==> src/rtl/cam_capture.sv <==
// cam_capture: pairs OV7670 RGB565 bytes into pixels, converts them to RGB332/RGB444/GRAY8,
// decimates and writes them to a bounded frame buffer. Define CAM_CAPTURE_STATS_EN for frame_cnt/ovf.
module cam_capture #(
    parameter int AW      = 15,
    parameter int H_PIX   = 160,
    parameter int V_LINES = 120,
    parameter int DEC     = 1,
    parameter int FMT     = 0,
    parameter int DW      = 8
) (
    input  logic          pclk,
    input  logic          rst,
    input  logic          cap_en,
    input  logic          vsync,
    input  logic          href,
    input  logic [7:0]    px_data,
    output logic [AW-1:0] mem_px_addr,
    output logic [DW-1:0] mem_px_data,
    output logic          px_wr,
    output logic          frame_done,
    output logic          busy
`ifdef CAM_CAPTURE_STATS_EN
    ,
    output logic [7:0]    frame_cnt,
    output logic          ovf
`endif
);

    localparam int H_OUT = H_PIX / DEC;
    localparam int V_OUT = V_LINES / DEC;
    localparam int NPIX  = H_OUT * V_OUT;

    localparam logic [15:0] H_LIM    = 16'(H_PIX);
    localparam logic [15:0] V_LIM    = 16'(V_LINES);
    localparam logic [15:0] DEC_MASK = 16'(DEC - 1);
    localparam logic [AW:0] NPIX_LIM = (AW + 1)'(NPIX);
    localparam logic [AW:0] WR_ONE   = (AW + 1)'(1);

    typedef enum logic [1:0] {IDLE, WAIT_VS, ACTIVE} state_t;

    state_t       state;
    logic         vsync_q;
    logic         phase;
    logic         line_seen;
    logic [7:0]   hi_byte;
    logic [15:0]  col;
    logic [15:0]  row;
    logic [AW:0]  wr_cnt;
    logic         pend;
    logic [15:0]  pend_pix;

    logic vs_rise, vs_fall;
    logic in_bounds, on_grid, room, keep_px;

    assign vs_rise   = vsync & ~vsync_q;
    assign vs_fall   = ~vsync & vsync_q;
    assign in_bounds = (col < H_LIM) && (row < V_LIM);
    assign on_grid   = ((col & DEC_MASK) == 16'd0) && ((row & DEC_MASK) == 16'd0);
    assign room      = wr_cnt < NPIX_LIM;
    assign keep_px   = in_bounds && on_grid && room;

    // Pixel conversion works on the pixel held in the one-stage write pipeline.
    logic [4:0]    r5, b5;
    logic [5:0]    g6;
    logic [7:0]    r8, g8, b8;
    logic [10:0]   y_sum;
    logic [DW-1:0] conv;

    always_comb begin
        r5    = pend_pix[15:11];
        g6    = pend_pix[10:5];
        b5    = pend_pix[4:0];
        r8    = {r5, r5[4:2]};
        g8    = {g6, g6[5:4]};
        b8    = {b5, b5[4:2]};
        y_sum = {2'b00, r8, 1'b0} + {1'b0, g8, 2'b00} + {3'b000, g8} + {3'b000, b8};
        case (FMT)
            0:       conv = DW'({r5[4:2], g6[5:3], b5[4:3]});
            1:       conv = DW'({r5[4:1], g6[5:2], b5[4:1]});
            default: conv = DW'(y_sum >> 3);
        endcase
    end

    always_ff @(posedge pclk or negedge rst) begin
        if (!rst) begin
            state       <= IDLE;
            vsync_q     <= 1'b0;
            phase       <= 1'b0;
            line_seen   <= 1'b0;
            hi_byte     <= 8'd0;
            col         <= 16'd0;
            row         <= 16'd0;
            wr_cnt      <= '0;
            pend        <= 1'b0;
            pend_pix    <= 16'd0;
            mem_px_addr <= '0;
            mem_px_data <= '0;
            px_wr       <= 1'b0;
            frame_done  <= 1'b0;
            busy        <= 1'b0;
`ifdef CAM_CAPTURE_STATS_EN
            frame_cnt   <= 8'd0;
            ovf         <= 1'b0;
`endif
        end else begin
            vsync_q    <= vsync;
            frame_done <= 1'b0;
            pend       <= 1'b0;
            px_wr      <= pend;
            if (pend) begin
                mem_px_addr <= wr_cnt[AW-1:0];
                mem_px_data <= conv;
                wr_cnt      <= wr_cnt + WR_ONE;
            end

            case (state)
                IDLE: begin
                    if (cap_en) begin
                        state <= WAIT_VS;
                        busy  <= 1'b1;
                    end
                end
                WAIT_VS: begin
                    if (vs_fall) begin
                        state       <= ACTIVE;
                        col         <= 16'd0;
                        row         <= 16'd0;
                        wr_cnt      <= '0;
                        phase       <= 1'b0;
                        line_seen   <= 1'b0;
                        mem_px_addr <= '0;
                    end
                end
                ACTIVE: begin
                    // A low byte is still paired even when vsync rises on the same edge.
                    if (href && phase) begin
                        pend     <= keep_px;
                        pend_pix <= {hi_byte, px_data};
                        if (col < H_LIM) col <= col + 16'd1;
`ifdef CAM_CAPTURE_STATS_EN
                        if (!in_bounds || (on_grid && !room)) ovf <= 1'b1;
`endif
                    end
                    if (vs_rise) begin
                        state      <= IDLE;
                        busy       <= 1'b0;
                        frame_done <= 1'b1;
                        phase      <= 1'b0;
                        line_seen  <= 1'b0;
`ifdef CAM_CAPTURE_STATS_EN
                        frame_cnt  <= frame_cnt + 8'd1;
`endif
                    end else if (href) begin
                        phase     <= ~phase;
                        line_seen <= 1'b1;
                        if (!phase) hi_byte <= px_data;
                    end else begin
                        phase <= 1'b0;
                        if (line_seen) begin
                            line_seen <= 1'b0;
                            col       <= 16'd0;
                            if (row < V_LIM) row <= row + 16'd1;
                        end
                    end
                end
                default: state <= IDLE;
            endcase
        end
    end

endmodule

==> config.mk <==
export PLATFORM = sky130hd
export DESIGN_NAME = cam_capture
export DESIGN_NICKNAME = d
export VERILOG_FILES = /design/src/rtl/cam_capture.sv
export SDC_FILE = /design/constraint.sdc
export NUM_CORES = 1
export LEC_CHECK = 0
export ABC_CLOCK_PERIOD_IN_PS = 2300
export BUFFER_PORTS_ARGS = -buffer_cell sky130_fd_sc_hd__buf_4
export CORE_ASPECT_RATIO = 2
export CORE_UTILIZATION = 59
export DETAILED_ROUTE_END_ITERATION = 6
export GPL_TIMING_DRIVEN = 0
export PLACE_DENSITY = 0.79
export SLEW_MARGIN = 20
export SYNTH_ARGS = -nofsm -noshare
export SYNTH_HDL_FRONTEND = slang
export SYNTH_SLANG_ARGS = --single-unit
==> constraint.sdc <==
create_clock -name pclk -period 2.3 [get_ports pclk]
set_input_delay 0.46 -clock pclk [delete_from_list [all_inputs] [get_ports pclk]]
set_output_delay 0.46 -clock pclk [all_outputs]
set_load 0.01 [all_outputs]
### Yosys cells after proc, flatten, opt, wreduce, memory -nomap -nowiden

Index checks and enable logic that the tools add are counted.

| word-level totals | value |
|---|---|
| register bits | 104 |
| bits of input ports | 13 |
| output and inout bits | 26 |
| logic and storage cells | 84 |

| operators by class | value |
|---|---|
| add/subtract/negate cells | 3 |
| $lt $le $gt $ge | 3 |
| equal/unequal tests | 9 |
| mux-type cells | 36 |
| bitwise operators | 6 |
| reductions and logical operators | 12 |

Operator list:

| cell | number |
|---|---|
| 16-bit 2-to-1 mux | 13 |
| 16-bit one-hot mux with 2 select lines | 2 |
| 16-bit by 1-bit adder with 16-bit output, second input constant | 3 |
| 15-bit 2-to-1 mux | 3 |
| 16-bit by 15-bit less-than comparator with 1-bit output, second input constant | 1 |
| 16-bit by 7-bit less-than comparator with 1-bit output, second input constant | 1 |
| 16-bit by 8-bit less-than comparator with 1-bit output, second input constant | 1 |
| 2-bit inequality test, second input constant | 7 |
| 1-bit 2-to-1 mux | 11 |
| 2-bit 2-to-1 mux | 3 |
| 1-bit one-hot mux with 2 select lines | 3 |
| 2-bit one-hot mux with 3 select lines | 1 |
| 3-bit AND reduction | 2 |
| 6-bit AND reduction | 1 |
| 1-bit NOT | 4 |
| 2-bit AND reduction | 2 |
| 4-bit AND reduction | 1 |
| 2-bit nonzero test | 2 |
| 1-bit logical AND | 3 |
| 1-bit AND | 2 |
| 2-bit by 1-bit == test with 1-bit output, second input constant | 1 |
| 2-bit == test, second input constant | 1 |
| 2-bit logical NOT | 1 |

### Longest topological paths before layout

| logic depth | value |
|---|---|
| depth after elaboration | 7 |
| gate-level depth with buffers | 6 |
| depth with buffers taken out | 5 |

### Worst setup path after synthesis

No wires, ideal clock.

| timing path | value |
|---|---|
| kind | register to register |
| from | register row[13] |
| to | register row[4] |
| library setup time | 0.077 ns |
| arrival | 1.512 ns |
| data required time | 2.223 ns |
| path slack | 0.710 ns |
| cell stages (with the launch flop) | 5 |
| path buffers | 0 |
| clock period less this slack | 1.590 ns |
| cell sequence | dfrtp_1 -> nor4_4 -> nand4_4 -> or4_1 -> a21oi_1 |

| between the ends | value |
|---|---|
| cells in the longest elaborated chain, start to end | 3 |

Ends and longest elaborated chain:

| item | line | source |
|---|---|---|
| start: declaration | 47 | `logic [15:0] row;` |
| start signal: assignment | 162 | `if (row < V_LIM) row <= row + 16'd1;` |
| 16-bit by 7-bit less-than comparator with 1-bit output | 162 |  |
| 2-bit inequality test (no source line) | - |  |
| 6-bit AND reduction (no source line) | - |  |

Every way passes these cells.
A chain may end at the register's enable or synchronous reset.

### Worst setup path after layout

| timing path | value |
|---|---|
| from | register wr_cnt[0] |
| to | register wr_cnt[14] |

| between the ends | value |
|---|---|
| cells in the longest elaborated chain, start to end | 4 |

Ends and longest elaborated chain:

| item | line | source |
|---|---|---|
| start: declaration | 48 | `logic [AW:0] wr_cnt;` |
| start signal: assignment | 113 | `wr_cnt <= wr_cnt + WR_ONE;` |
| 16-bit by 1-bit adder with 16-bit output (*) | 113 |  |
| 16-bit 2-to-1 mux (*) | 110 | `if (pend) begin` |
| 16-bit 2-to-1 mux | 124 | `if (vs_fall) begin` |
| 16-bit 2-to-1 mux (*) | 116 | `case (state)` |

Mark *: on every way between the ends. The rest lies on a longest branch, timed or not.

==> reports/metrics.yaml <==
run_status:
  run_status: "finished clean"
die:
  die_w_um: 61.0
  design.die.area_um2: 7320
  die_y_um: 120
  row_count: 42
  core-area_um2: 6670
  start_util_pct: 61.5
  io_pins: 39
pwr:
  power_w: 0.00388
  p_leak_nw: 2.27
  ir_worst_vdd_uv: 516
  power_density_nw_per_um2: 811
cts:
  cts_resized: 0
  clockBufferDepth: 2
  clk_pin_slew_ns: 0.06
  clkSinkCount: 94
  post-cts-setup-buffer-count: 0
  h-tree-depth: 3
  tritoncts: "done"
  numCtsBuffers: 9
  worstSkewPairLatency_ns: 0.33
  cts_hold_buf: 0
  clockRootBuffer: "clkbuf_16"
worst_setup_path:
  critPathRequiredTime_ns: 2.56
  slowest_delay_ns: 0.43
  startpoint: "wr_cnt[0]"
  r2r_cells: 5
  r2r_end: "wr_cnt[14]"
  worst-path-buf-inv: 0
  path_class: "reg2reg"
  worstSetupPathDepth: 5
  r2r-start: "wr_cnt[0]"
  crit_path_end_kind: "flip-flop"
  worst_path_max_delay_cell: "dfrtp_1"
  endpoint: "wr_cnt[14]"
  crit_chain: "ha_1, nand4_1, or2_2, or3_1, a21oi_1"
  path_max_fanout: 5
  crit_arrival_ns: 2.08
  r2r_slack_ns: 0.47
  cp-start-kind: "flip-flop"
  path_delay_family: "simple AND/OR/NAND/NOR gates"
sta:
  setup_viol: 0
  tns_ns: 0
  fin_crit_sh_pct: 79.4
  fmax_mhz: 548
  tightest_slew_ns: 0.600
  final_max_slew_viol_count: 0
  relSlewSlack_pct: 59.6
  rsz0062_at_grt: "no"
  finalHoldViolCount: 0
  fin_hold_ws_ns: 0.104
  min_period_ns: 1.83
  fin_worst_skew_ns: 0.00565
grt:
  grt-ovfl-total: 0
  grt_pass1_wl_um: 13400
  grt.total_usage_pct: 25.1
  grt_max_degree: 55
  grt_pass1_vias: 3017
  antenna_found_initial: 0
min_path:
  worstHoldPathType: "in2async"
logic_synthesis:
  synth-edff-count: 0
  avgSynthCellArea_um2: 11.6
  ys_types: 50
  syn_area_um2: 4110
  ys.flop_type: "dfrtp_1"
  syn_nets: 370
  ys_ff_latch: 94
  ys_warn_count: 0
  syn-instance-count: 354
  seq_area_frac_synth_pct: 57.3
  synthArstFlopShare_pct: 100
route:
  drt-pass1-iter-count: 6
  wirelength_um: 8100
  drt_iter0_drc: 149
  vias_per_cell: 5.79
  drtAntennaViolNets: 0
  vias: 2865
  drc: 0
  routedWlPerCell_um: 16.4
placed_design:
  gp_congestion: 0.807
  portBuffers: 38
  dpl.hpwl_um: 5910
finish:
  n_antenna_cell: 0
  n_fill_cell: 472
  area_growth_pct: 16.5
  finish.net_count: 420
  final_core_util_pct: 71.7
  multiInputGateArea_um2: 1660
  seqCellArea_um2: 2350
  layout-drive-gt1-share_pct: 22.4
flow_run:
  drv_cap: 0
sequential cells by signal, indices dropped and copies added (netlist names), 2 cells and up:
register     cells
col             16
hi_byte          6
mem_px_addr     15
mem_px_data      8
pend_pix         8
row             16
state            2
wr_cnt          16
worst min-delay path by stage:
stage               slack, ns  depth (start not counted)  from        endpoint
detailed placement       0.43                          0  pend           px_wr
floorplan                0.16                          0   rst            busy
global route             0.15                          1   rst  mem_px_addr[2]
global placement         0.43                          0  pend           px_wr
finish                   0.10                          1   rst  mem_px_addr[2]
CTS                      0.12                          1   rst  mem_px_addr[2]
logic make-up after synthesis:
| logic type | synth area share [%] |
|---|---|
| AO/OA/AOI/OAI | 7.80 |
| XOR/XNOR | 2.13 |
| adder cells (fa/ha/maj) | 0.914 |
| buffers and inverters | 2.32 |
| flip-flops | 57.3 |
| multiplexers | 10.9 |
| AND/OR/NAND/NOR | 18.6 |
layer usage:
metal  wire length (µm)  vias to the layer above  track usage, %
li1                   -                     1367               -
met5                  0                        -               0
met3                209                       25            4.85
met2               4470                       65            43.5
met4                304                        0            14.5
met1               3110                     1408            26.9
report_power, final:
group	switching (W)	total, W	internal (W)	leakage, nW
Combinational	0.000317	0.000590	0.000273	0.850
Sequential	0.000147	0.00200	0.00185	1.29
Clock	0.000575	0.00129	0.000713	0.131
Yosys cell counts, types with 2 or more instances:
| cell type | instances | share of area, % |
|---|---|---|
| nor4_1 | 7 | 1.1 |
| dfrtp_1 | 94 | 57 |
| nand2b_1 | 6 | 0.91 |
| nand3_1 | 11 | 1.3 |
| or4_1 | 3 | 0.55 |
| mux2_2 | 22 | 6.0 |
| o21ai_0 | 11 | 1.3 |
| and2_1 | 18 | 2.7 |
| nand4_1 | 10 | 1.5 |
| and4_1 | 4 | 0.85 |
| nand3b_1 | 3 | 0.55 |
| o211ai_1 | 2 | 0.37 |
| inv_1 | 7 | 0.64 |
| nor3_1 | 3 | 0.37 |
| o31ai_1 | 4 | 0.73 |
| xnor2_1 | 7 | 1.5 |
| a21oi_1 | 12 | 1.5 |
| nor2_1 | 30 | 2.7 |
| xor2_1 | 3 | 0.64 |
| o21a_1 | 2 | 0.37 |
| a31oi_1 | 4 | 0.61 |
| nand2_1 | 20 | 1.8 |
| mux2i_1 | 20 | 4.9 |
| nor2b_1 | 3 | 0.46 |
| and3_1 | 4 | 0.61 |
| buf_2 | 7 | 0.85 |
| a31o_2 | 2 | 0.43 |
| or3_1 | 6 | 0.91 |
| ha_1 | 3 | 0.91 |
| clkbuf_1 | 6 | 0.55 |
placed cells by master, fill, tap and decap left out, types with 2 or more instances in the layout:
cell type  Yosys  layout
a21oi_1       12      12
a31o_2         2       2
a31oi_1        4       4
and2_1        18      18
and3_1         4       4
and4_1         4       4
buf_2          7       7
buf_4          1      39
clkbuf_1       6       6
clkbuf_16      0       9
clkinv_2       0       4
dfrtp_1       94      94
ha_1           3       3
inv_1          7       7
mux2_2        22      22
mux2i_1       20      20
nand2_1       20      20
nand2b_1       6       6
nand3_1       11      11
nand3b_1       3       3
nand4_1       10      10
nor2_1        30      30
nor2b_1        3       3
nor3_1         3       3
nor4_1         7       7
o211ai_1       2       2
o21a_1         2       2
o21ai_0       11      11
o31ai_1        4       4
or3_1          6       6
or4_1          3       3
xnor2_1        7       7
xor2_1         3       3
stage by stage:
step	setup slack, ns	instance area, µm²	std cells
final	0.474	4780	495
after global routing	0.312	4780	495
after CTS	0.463	4780	495
after detailed placement	0.465	4530	481
after global placement	0.482	4500	480
after floorplan	0.710	4110	354
cell type report:
cell class / count / share of cell area (%)
inverter: 7 / 0.549
sequential: 94 / 49.2
clock inverter: 5 / 0.602
timing repair buffer: 39 / 6.54
clock buffer: 9 / 4.71
buffer: 15 / 1.44
multi-input combinational: 238 / 34.7
tap: 88 / 2.30
(Power assumes the default switching activity.)
